`config.mk`:
```
export PLATFORM = sky130hd
export DESIGN_NAME = d_branch_hazard_ctrl
export DESIGN_NICKNAME = d
export VERILOG_FILES = /design/src/rtl/d_branch_hazard_ctrl.sv
export SDC_FILE = /design/constraint.sdc
export NUM_CORES = 1
export LEC_CHECK = 0
export ABC_AREA = 1
export BUFFER_PORTS_ARGS = -buffer_cell sky130_fd_sc_hd__buf_2
export CORE_UTILIZATION = 50
export DETAILED_ROUTE_END_ITERATION = 10
export PLACE_DENSITY = 0.78
export SYNTH_ARGS = -nofsm -noshare
export SYNTH_HDL_FRONTEND = slang
export SYNTH_SLANG_ARGS = --single-unit
```
`constraint.sdc`:
```
create_clock -name clk -period 1.4 [get_ports clk]
set_input_delay 0.21 -clock clk [delete_from_list [all_inputs] [get_ports clk]]
set_output_delay 0.21 -clock clk [all_outputs]
set_load 0.05 [all_outputs]
```
`src/rtl/d_branch_hazard_ctrl.sv`:
```
// d_branch_hazard_ctrl
// Controls the D-stage branch comparator. It tracks the destination register
// and remaining result latency (Tnew) of the instructions in E, M and W, stalls
// D when a branch/jr operand is still being produced, picks a forwarding source
// for each operand, and gates the comparator result into the NPC redirect.
// Optional build macro: BRANCH_STATS_EN adds stall-cycle and taken-branch counters.
module d_branch_hazard_ctrl #(
    parameter int TNEW_W = 2,
    parameter int NREG_W = 5
) (
    input  logic              clk,
    input  logic              reset,
    input  logic              D_valid,
    input  logic [NREG_W-1:0] D_rs,
    input  logic [NREG_W-1:0] D_rt,
    input  logic              D_is_branch,
    input  logic              D_is_jr,
    input  logic [NREG_W-1:0] D_wa,
    input  logic [TNEW_W-1:0] D_tnew,
    input  logic              cmp_eq,
    output logic              stall,
    output logic [1:0]        fwd_rs_sel,
    output logic [1:0]        fwd_rt_sel,
    output logic              redirect,
    output logic [NREG_W-1:0] E_wa_o
`ifdef BRANCH_STATS_EN
    ,
    output logic [31:0]       stat_stall_cycles,
    output logic [31:0]       stat_taken
`endif
);

    logic [NREG_W-1:0] E_wa_q, E_wa_d;
    logic [TNEW_W-1:0] E_tnew_q, E_tnew_d;
    logic [NREG_W-1:0] M_wa_q, M_wa_d;
    logic [TNEW_W-1:0] M_tnew_q, M_tnew_d;
    logic [NREG_W-1:0] W_wa_q, W_wa_d;
    logic              rs_used, rt_used;

    // An operand is blocked when a producer in this stage writes it and its
    // result is still more than zero cycles away. Register 0 never blocks.
    function automatic logic hazard(input logic              used,
                                    input logic [NREG_W-1:0] r,
                                    input logic [NREG_W-1:0] x_wa,
                                    input logic [TNEW_W-1:0] x_tnew);
        return used && (x_wa != '0) && (x_wa == r) && (x_tnew != '0);
    endfunction

    // Youngest producer whose result is already available wins; W is always ready.
    function automatic logic [1:0] pick_src(input logic [NREG_W-1:0] r,
                                            input logic [NREG_W-1:0] e_wa,
                                            input logic [TNEW_W-1:0] e_tnew,
                                            input logic [NREG_W-1:0] m_wa,
                                            input logic [TNEW_W-1:0] m_tnew,
                                            input logic [NREG_W-1:0] w_wa);
        logic [1:0] sel;
        sel = 2'd0;
        if (r != '0) begin
            if ((e_wa == r) && (e_tnew == '0))      sel = 2'd1;
            else if ((m_wa == r) && (m_tnew == '0)) sel = 2'd2;
            else if (w_wa == r)                     sel = 2'd3;
        end
        return sel;
    endfunction

    // Operand usage, stall, forward selects and redirect from the current scoreboard
    always_comb begin
        rs_used    = D_valid && (D_is_branch || D_is_jr);
        rt_used    = D_valid && D_is_branch;
        stall      = hazard(rs_used, D_rs, E_wa_q, E_tnew_q) ||
                     hazard(rs_used, D_rs, M_wa_q, M_tnew_q) ||
                     hazard(rt_used, D_rt, E_wa_q, E_tnew_q) ||
                     hazard(rt_used, D_rt, M_wa_q, M_tnew_q);
        fwd_rs_sel = pick_src(D_rs, E_wa_q, E_tnew_q, M_wa_q, M_tnew_q, W_wa_q);
        fwd_rt_sel = pick_src(D_rt, E_wa_q, E_tnew_q, M_wa_q, M_tnew_q, W_wa_q);
        redirect   = D_valid && D_is_branch && cmp_eq && !stall;
        E_wa_o     = E_wa_q;
    end

    // Scoreboard advance: entries shift E->M->W, Tnew counts down, D enters E unless bubbled
    always_comb begin
        W_wa_d   = M_wa_q;
        M_wa_d   = E_wa_q;
        M_tnew_d = (E_tnew_q == '0) ? '0 : E_tnew_q - TNEW_W'(1);
        if (stall || !D_valid) begin
            E_wa_d   = '0;
            E_tnew_d = '0;
        end else begin
            E_wa_d   = D_wa;
            E_tnew_d = D_tnew;
        end
    end

    // Scoreboard registers with synchronous clear
    always_ff @(posedge clk) begin
        if (reset) begin
            E_wa_q   <= '0;
            E_tnew_q <= '0;
            M_wa_q   <= '0;
            M_tnew_q <= '0;
            W_wa_q   <= '0;
        end else begin
            E_wa_q   <= E_wa_d;
            E_tnew_q <= E_tnew_d;
            M_wa_q   <= M_wa_d;
            M_tnew_q <= M_tnew_d;
            W_wa_q   <= W_wa_d;
        end
    end

`ifdef BRANCH_STATS_EN
    logic [31:0] stall_cnt_q, taken_cnt_q;

    // Free-running event counters, wrapping modulo 2^32
    always_ff @(posedge clk) begin
        if (reset) begin
            stall_cnt_q <= '0;
            taken_cnt_q <= '0;
        end else begin
            stall_cnt_q <= stall_cnt_q + {31'd0, stall};
            taken_cnt_q <= taken_cnt_q + {31'd0, redirect};
        end
    end

    assign stat_stall_cycles = stall_cnt_q;
    assign stat_taken        = taken_cnt_q;
`endif

endmodule

```
==> reports/metrics.cfg <==
[routing]
postRouteAntennaNets=0
avgViaCountPerCell=4.94
route.vias.total=1353
drc_errors=0
first_pass_iters=4
drt_iter0_markers=48
wl_um=3240
wl_per_cell_um=11.8

[placement]
port_buffers=33
hpwl_um=2470
dpl_worst_slack_ns=-0.228
place_congestion=0.888
dp.cells=267

[clocking]
cts_sinks=19
clk_pin_slew_ns=0.10
cts_tree=yes
cts_hold_buf=0
cts_buffer_depth=2
root_buffer=clkbuf_4
clock_latency_ns=0.29
cts_made_buffers=3
htreeDepth=1

[layout]
drive_gt1_share_pct=47.2
fin_cells=274
nets=271
diodes=0
syn_to_final_growth_pct=58.5

[logic_synthesis]
yosysUniqueCellTypes=18
synth_common_cells=45 x nand2_1, 34 x nor2_1, 33 x inv_1
yosysMostFrequentCell=nand2_1
ys_warn_count=0
yosysSeqAreaShare_pct=33.0
syn_inst=182
synth-edff-count=0
avgSynthCellArea_sq_um=6.32
syn_area_sq_um=1150
yosys_most_used_dff=dfxtp_1
syn_nets=206
async_flop_share_pct=0
ys_seq_elements=19
synthTopCellsByArea=dfxtp_1 33%, nand2_1 15%, nor2_1 11%
yosys.area.top_type=dfxtp_1
synth_top_area_share_pct=33.0

[pwr]
p_seq_share_pct=47.4
pwr-share-comb_pct=30.1
power.density_nw_per_um2=658
total_power_uw=1200
p_int_uw=812
ir_worst_vdd_uv=774
swShare_pct=32.4
p_switching_uw=388
leakage_uw=0.000908
clkPwrFrac_pct=22.5

[worst_setup_path]
crit_required_ns=1.19
critPathArrivalTime_ns=1.58
crit_slowest_cell=dfxtp_1
cpPeakStageDelay_ns=0.35
r2r_start=E_wa_o[0]
worst-path-buf-inv=1
worst_path_dominant_cell_family=flip-flops
reg2reg_depth=9
crit_fanout=2
path_cells=xnor2_1 > nand3_1 > nor2_1 > o21ai_1 > a21oi_4 > buf_6
worst-setup-path-type=reg2out
r2r_end=E_tnew_q[1]
critPathCaptureType=output port
regToRegSetupSlack_ns=-0.04
startpoint_type=register

[worst_hold_path]
hold_path_depth=3
hold_path_class=in2reg
min_from=D_wa[3]
min_to=E_wa_o[3]

[global_routing]
overflow=0
antenna_found_initial=0
track_usage_pct=25.9
grt_pass1_wl_um=4890
grt_max_degree=14
grt_pass1_vias=1212

[floorplan]
die_w_um=50.0
rows=17
start_util_pct=52.5
ios=34
floorplan.die_area_sq_um=2500
die_h_um=50.0
coreArea_sq_um=2190

[sta]
setup_ws_ns=-0.391
fin_crit_sh_pct=128
rsz0062_at_grt=true
min_period_ns=1.79
worst_slew_pin_slew_ns=0.266
fin_worst_skew_ns=0.00448
hold_ws_ns=0.107
hold_viol_final=0
timing.fmax_ghz=0.558
drv_slew=0
slew_headroom_pct=82.2
setup_violations=13

[job]
drv_cap=0

[run_status]
failed_checks=setup timing
status=finished, violations left

## metrics by stage
step	setup TNS [ns]	utilization, %	area (sq um)
3_3_place_gp	-0.888	73.9	1620
4_1_cts	-2.08	77.8	1700
2_1_floorplan	-0.481	-	1230
3_5_place_dp	-1.09	73.9	1620
6_report	-2.43	83.3	1820
5_1_grt	-3.59	83.3	1820
## area by class of cell
| cell class | instances | area, sq um |
|---|---|---|
| Fill cell | 140 | 367 |
| Inverter | 34 | 135 |
| Multi-Input combinational cell | 128 | 797 |
| Clock buffer | 4 | 26.3 |
| Sequential cell | 19 | 407 |
| Timing Repair Buffer | 61 | 424 |
| Tap cell | 28 | 35.0 |
## per-layer routing
metal	share of wire [%]	GRT usage, %
met5	0	0
met4	2.0	9.05
met3	4.9	3.70
met2	50	46.4
met1	43	30.9
## how the worst max path moves through the flow
stage	cells after the start	end	slack (ns)	from
finish	6	fwd_rs_sel[0]	-0.39	W_wa_q[3]
global route	9	fwd_rt_sel[1]	-0.47	M_wa_q[3]
CTS	7	fwd_rt_sel[1]	-0.38	E_wa_o[1]
detailed placement	9	fwd_rt_sel[0]	-0.23	D_rt[2]
global placement	9	fwd_rs_sel[0]	-0.19	D_rs[2]
floorplan	8	fwd_rt_sel[0]	-0.17	E_wa_o[2]
## power by group through the flow
stage | Combinational (uW) | Clock [uW] | Sequential, uW
floorplan | 163 | 0 | 599
global placement | 303 | 0 | 580
detailed placement | 310 | 0 | 581
CTS | 328 | 269 | 568
global route | 389 | 296 | 572
finish | 361 | 270 | 569
## tightest hold or removal path, stage by stage
cell    delay (ns)
buf_2         0.09
inv_1         0.04
nor2_1        0.03
## flip-flops by register name, indices dropped and copies added, names as in the netlist
| signal | count |
|---|---|
| E_wa_o | 5 |
| W_wa_q | 5 |
| M_tnew_q | 2 |
| M_wa_q | 5 |
| E_tnew_q | 2 |
## cell usage in the layout (no fill, tap or decap), types with 2 or more instances in the layout
master,Yosys,final
a21oi_4,0,2
buf_2,0,27
buf_4,0,26
buf_6,0,7
clkbuf_4,0,3
dfxtp_1,19,10
dfxtp_2,0,3
dfxtp_4,0,6
inv_1,33,27
inv_2,1,4
inv_4,0,3
nand2_1,45,35
nand2_2,2,11
nand3_1,8,6
nand3_2,0,2
nand4_1,7,7
nor2_1,34,21
nor2_2,1,9
nor2_4,0,5
nor3_1,4,3
o21ai_1,0,3
xnor2_1,12,12
xor2_1,5,2
xor2_2,0,3
## timing repair
item                                    4_1_cts  5_1_grt
setup buffers                                 0        4
gates resized for setup                      22       28
pin swaps                                    11       16
cloned                                        0        0
endpoints found under the setup margin       12       13
## cell families after synthesis
logic type	count (synthesis)	synth area share (%)
and+or+nand+nor	103	38.5
buffers and inverters	35	11.4
DFF	19	33.0
adders and majority gates	1	1.09
xor gates and xnor gates	17	12.9
AOI/OAI and AO/OA	7	3.04
Power figures use the tool's default switching activity.
